## src/rtl/cpu_pipe_pkg.sv

```systemverilog
// Shared constants for CPU datapath staging blocks.
package cpu_pipe_pkg;

  localparam int DATA_W = 32;
  localparam logic [DATA_W-1:0] RESET_VAL_DEF = '0;

endpackage

```

## src/rtl/pipe_stage.sv

```systemverilog
// One elastic pipeline slot: a valid bit plus a data word with load/hold/clear control.
module pipe_stage
  import cpu_pipe_pkg::*;
#(
  parameter int               WIDTH     = DATA_W,
  parameter logic [WIDTH-1:0] RESET_VAL = WIDTH'(RESET_VAL_DEF)
) (
  input  logic             clk,
  input  logic             rst,
  input  logic             clear,
  input  logic             load,
  input  logic             up_valid,
  input  logic [WIDTH-1:0] up_data,
  output logic             valid,
  output logic [WIDTH-1:0] data
);

  // Clear wins over load; data only moves with a real item, so bubbles keep the old word.
  always_ff @(posedge clk or negedge rst) begin
    if (!rst) begin
      valid <= 1'b0;
      data  <= RESET_VAL;
    end else if (clear) begin
      valid <= 1'b0;
    end else if (load) begin
      valid <= up_valid;
      if (up_valid) begin
        data <= up_data;
      end
    end
  end

endmodule

```

## src/rtl/elastic_pipe_reg.sv

```systemverilog
// Multi-stage valid/ready pipeline register with bubble collapsing, flush, freeze and occupancy.
module elastic_pipe_reg
  import cpu_pipe_pkg::*;
#(
  parameter int               WIDTH     = DATA_W,
  parameter int               DEPTH     = 2,
  parameter logic [WIDTH-1:0] RESET_VAL = WIDTH'(RESET_VAL_DEF)
) (
  input  logic                       clk,
  input  logic                       rst,
  input  logic                       ena,
  input  logic                       flush,
  input  logic                       in_valid,
  input  logic [WIDTH-1:0]           in_data,
  output logic                       in_ready,
  output logic                       out_valid,
  output logic [WIDTH-1:0]           out_data,
  input  logic                       out_ready,
  output logic [$clog2(DEPTH+1)-1:0] occupancy
);

  localparam int OCC_W = $clog2(DEPTH + 1);

  logic [DEPTH:0]   r;
  logic [DEPTH-1:0] v;
  logic [WIDTH-1:0] d [DEPTH];

  assign r[DEPTH] = out_ready;

  genvar i;
  generate
    for (i = 0; i < DEPTH; i++) begin : g_stage
      logic             up_valid;
      logic [WIDTH-1:0] up_data;

      if (i == 0) begin : g_head
        assign up_valid = in_valid;
        assign up_data  = in_data;
      end else begin : g_body
        assign up_valid = v[i-1];
        assign up_data  = d[i-1];
      end

      // rst in the chain keeps in_ready low while the block is held in reset.
      assign r[i] = rst & ena & ~flush & (~v[i] | r[i+1]);

      pipe_stage #(
        .WIDTH     (WIDTH),
        .RESET_VAL (RESET_VAL)
      ) u_stage (
        .clk      (clk),
        .rst      (rst),
        .clear    (flush),
        .load     (r[i]),
        .up_valid (up_valid),
        .up_data  (up_data),
        .valid    (v[i]),
        .data     (d[i])
      );
    end
  endgenerate

  assign in_ready  = r[0];
  assign out_valid = v[DEPTH-1] & ena & ~flush;
  assign out_data  = d[DEPTH-1];

  always_comb begin
    occupancy = '0;
    for (int k = 0; k < DEPTH; k++) begin
      occupancy = occupancy + OCC_W'(v[k]);
    end
  end

endmodule

```

## config.mk

```make
export PLATFORM = sky130hd
export DESIGN_NAME = elastic_pipe_reg
export DESIGN_NICKNAME = d
export VERILOG_FILES = /design/src/rtl/cpu_pipe_pkg.sv /design/src/rtl/pipe_stage.sv /design/src/rtl/elastic_pipe_reg.sv
export SDC_FILE = /design/constraint.sdc
export NUM_CORES = 1
export LEC_CHECK = 0
export ABC_AREA = 1
export CORE_MARGIN = 1.5
export CORE_UTILIZATION = 52
export DETAILED_ROUTE_END_ITERATION = 6
export PLACE_DENSITY_LB_ADDON = 0.3
export SLEW_MARGIN = 20
export SYNTH_ARGS = -nofsm -noshare
export SYNTH_HDL_FRONTEND = slang
export SYNTH_SLANG_ARGS = --single-unit
```

## constraint.sdc

```tcl
create_clock -name clk -period 2.6 [get_ports clk]
set_input_delay 0.26 -clock clk [delete_from_list [all_inputs] [get_ports clk]]
set_output_delay 0.26 -clock clk [all_outputs]
set_load 0.03 [all_outputs]
```

* Yosys cells after proc, flatten, opt, wreduce, memory -nomap -nowiden
Index checks and enable logic that the tools add are counted. Widths: inputs -> output; s select.
Operators by class: reductions and logical operators 4, mux-type cells 4, $add $sub $neg 1, bitwise operators 11
Operators with widths (number):
- $and 1x1->1 | 6
- $reduce_and 3->1 | 2
- $mux 1 | 4
- $reduce_bool 2->1 | 2
- $not 1->1 | 3
- $add 1x1->2 | 1
- $or 1x1->1 | 2
Word-level totals: output and inout bits 36, flip-flop bits (word level) 66, word-level logic and storage cells 24, bits of input ports 38

* Logic depth before layout (Yosys ltp)
word-level depth 7, gate-level depth with buffers 6, depth with buffers taken out 5

* Modules after synthesis
Synthesis repeated with hierarchy kept, for this count alone.
Second synthesis, totals: cell total of the unflattened synthesis 307, area total of the unflattened synthesis 2820.2 um^2
Modules (own cells, without submodules):
- pipe_stage | cells each 147, seq. area each 825.8 um^2, times used 2, area an instance 1378.8 um^2
- elastic_pipe_reg | cells each 13, seq. area each 0.0 um^2, times used 1, area an instance 62.6 um^2

* Least setup slack after synthesis
No wires, ideal clock.
path type reg2out, start point register g_stage[0].u_stage.valid, end point output port in_ready, required time 2.340 ns, path slack 1.282 ns, stages on the path, launching flop included 6, data arrival time 1.058 ns, path buffers 2, path through dfrtp_1 buf_4 nand3_4 buf_2 nand2_1 inv_1
On the way: word-level cells in the longest chain between the ends 3
Ends and longest elaborated chain:
- start: declaration | line pipe_stage.sv:14 | output logic valid,
- start signal: assignment | line pipe_stage.sv:26 | valid <= up_valid;
- $not 1->1 | line elastic_pipe_reg.sv:45 | assign r[i] = rst & ena & ~flush & (~v[i] | r[i+1]);
- $or 1x1->1 | line elastic_pipe_reg.sv:45
- $and 1x1->1 | line elastic_pipe_reg.sv:45
- end: declaration | line elastic_pipe_reg.sv:15 | output logic in_ready,
Every way passes these cells.

* Worst setup path in the final report
start point register g_stage[0].u_stage.valid, end point output port occupancy[0]
On the way: word-level cells in the longest chain between the ends 1
Ends and longest elaborated chain:
- $add 1x1->2 | line elastic_pipe_reg.sv:70 | occupancy = occupancy + OCC_W'(v[k]);
- end: declaration | line elastic_pipe_reg.sv:19 | output logic [$clog2(DEPTH+1)-1:0] occupancy
Every way passes these cells.

==> flow_summary.toml <==
[run_status]
outcome = "complete, no violations"

[pwr]
ir_drop_mv = 0.374
p_leak_nw = 1.85
p_per_area_nw_per_um2 = 727

[logic_synthesis]
synth_area_per_cell_um2 = 9.37
syn_nets = 342
yosysUniqueCellTypes = 17
yosysMostFrequentCell = "nand2_1"
synth_edf_count = 0
yosys.area.top_type = "dfrtp_1"
netlist_instances = 303
synth_ff_type = "dfrtp_1"
yosys-top-cells-area = "dfrtp_1 (58%), nand2_1 (18%), nand4_1 (14%)"
yosys-top-cells-count = "nand2_1 (133), dfrtp_1 (66), nand4_1 (64)"
yosys_register_bits = 66
ys_seq_area_frac = 0.582
yosysWarnings = 0
ys_async_sr_fraction = 1.00
syn-cell-area_um2 = 2840
synth_top_area_frac = 0.582

[setup_path]
cpPeakStageDelay_ns = 0.67
worstSetupEndpointType = "output port"
cpMaxStageDelayCell = "clkdlybuf4s50_1"
worstPathMaxFanout = 7
critPathTopFamily = "buffers and inverters"
critPathBufInv = 1
cp-start-kind = "flop"
worstPathCellList = "ha_1 -> clkdlybuf4s50_1"
worst-setup-path-type = "reg -> out"
cp_data_arrival_time_ns = 1.84
cp.required_ns = 2.34

[finish]
layout.nets = 407
diodes = 0
drive_above_1_share = 0.0701
fillCellCount = 413
syn_to_final_growth_pct = 29.7

[routing]
wl_met3_um = 479
vias = 2376
wl_met2_um = 3260
wirelength_um = 6670
drc = 0
wl_per_cell_um = 15.1
routed.top_layer = "met4"
vias_per_cell = 5.39
drt_iter0_drc = 190
ant_nets = 0
dr.pass1.iters = 4
wl_met1_um = 2800

[sta]
rsz0062_at_grt = "false"
finalSetupTns_ns = 0
post-route-period-util = 0.807
clock_skew_ns = 0.00541
worst_pin_slew_ns = 0.818
setup_viol = 0
slew_viol_final = 0
finalHoldViolCount = 0
hold_slack_ns = 0.196
max_freq_ghz = 0.477
relSlewSlack = 0.455
period_needed_ns = 2.10

[floorplanning]
initial_utilization = 0.549
die_height_um = 76.9
die_x_um = 76.9
io_pins = 74
die-area_um2 = 5910
coreArea_um2 = 5170
row_count = 26

[clock_tree]
htree_levels = 3
clk_latency_ns = 0.32
clockBufferDepth = 2
numCtsBuffers = 9
root_buffer = "clkbuf_8"
cts_resized = 0
cts.sinks = 66
clkTransAtPathRegs_ns = 0.06
cts_tree = "built"
holdBufCountCts = 0
postCtsSetupBuffers = 0

[global_routing]
grt_pass1_vias = 2279
grt_pass1_wl_um = 11000
antenna_found_initial = 0
globalRouteOverflowTotal = 0
grt_use_total = 0.240
grt_max_degree = 67

[placed_design]
port_buffers = 73
gp_congestion = 0.831
dp.final_hpwl_um = 4220

[run]
cap_violations = 0

[min_path]
hp-class = "in -> async"
[stage by stage]
step	power (mW)	instances	utilization	instance area (um^2)	setup WS [ns]
2_1_floorplan	1.68	303	-	2840	1.28
3_3_place_gp	1.97	427	0.682	3530	0.644
3_5_place_dp	1.99	427	0.682	3530	0.578
4_1_cts	2.70	441	0.712	3680	0.485
5_1_grt	2.82	441	0.712	3680	0.440
6_report	2.68	441	0.712	3680	0.502
[layer usage]
metal | GRT usage | vias up
li1 | - | 1154
met1 | 0.321 | 1113
met2 | 0.373 | 95
met4 | 0.0944 | 0
met5 | 0 | -
met3 | 0.0667 | 14
[worst register-to-register path, stage by stage, from the launching register on]
cell	delay, ns
dfrtp_1	0.54
nand3_4	0.40
nand3_2	0.34
buf_4	0.31
nand2_1	0.12
nand2_1	0.08
[cells by family (layout without fill, tap and decap cells)]
family                   after synthesis  in the layout  synth area share
adder cells (fa/ha/maj)                1              1           0.00441
flip-flops                            66             66             0.582
buffers and inverters                 30             98            0.0674
AND/OR/NAND/NOR                      206            206             0.346
[cells in the final DEF, fill, tap and decap left out, drive strengths merged]
cell / instances
dfrtp: 66
nand4: 64
nand3: 5
nand2: 135
clkbuf: 14
ha: 1
nor2: 2
clkdlybuf4s50: 71
buf: 10
inv: 3
[power by group]
group	switching, mW	leakage [nW]	internal [mW]
Clock	0.336	0.0766	0.364
Combinational	0.382	0.912	0.277
Sequential	0.106	0.861	1.21
Total	0.823	1.85	1.85
[final cells by class]
class	count	area [um^2]	share of cell area
Timing Repair Buffer	81	783	0.213
Tap cell	70	87.6	0.0238
Clock buffer	14	153	0.0415
Sequential cell	66	1650	0.449
Multi-Input combinational cell	207	996	0.270
Inverter	3	11.3	0.00306
[worst paths after layout]
path | start | end | slack [ns] | cells past startpoint
max in group asynchronous | rst | g_stage[0].u_stage.data[20]$_DFFE_PN0P_ | 1.88 | 2
worst min-delay path | rst | g_stage[1].u_stage.data[6]$_DFFE_PN0P_ | 0.20 | 2
min in group clk | rst | g_stage[1].u_stage.data[12]$_DFFE_PN0P_ | 0.44 | 5
worst min register to register | g_stage[1].u_stage.data[5]$_DFFE_PN0P_ | g_stage[1].u_stage.data[5]$_DFFE_PN0P_ | 0.47 | 2
worst max register to register | g_stage[0].u_stage.valid$_DFFE_PN0P_ | g_stage[0].u_stage.data[9]$_DFFE_PN0P_ | 0.75 | 5
worst max-delay path | g_stage[0].u_stage.valid$_DFFE_PN0P_ | occupancy[0] | 0.50 | 2
[flip-flops by register name (all words and copies together) (netlist names)]
name / cells
g_stage.u_stage.data: 64
g_stage.u_stage.valid: 2
No activity file was read; power rests on OpenSTA's default activity.
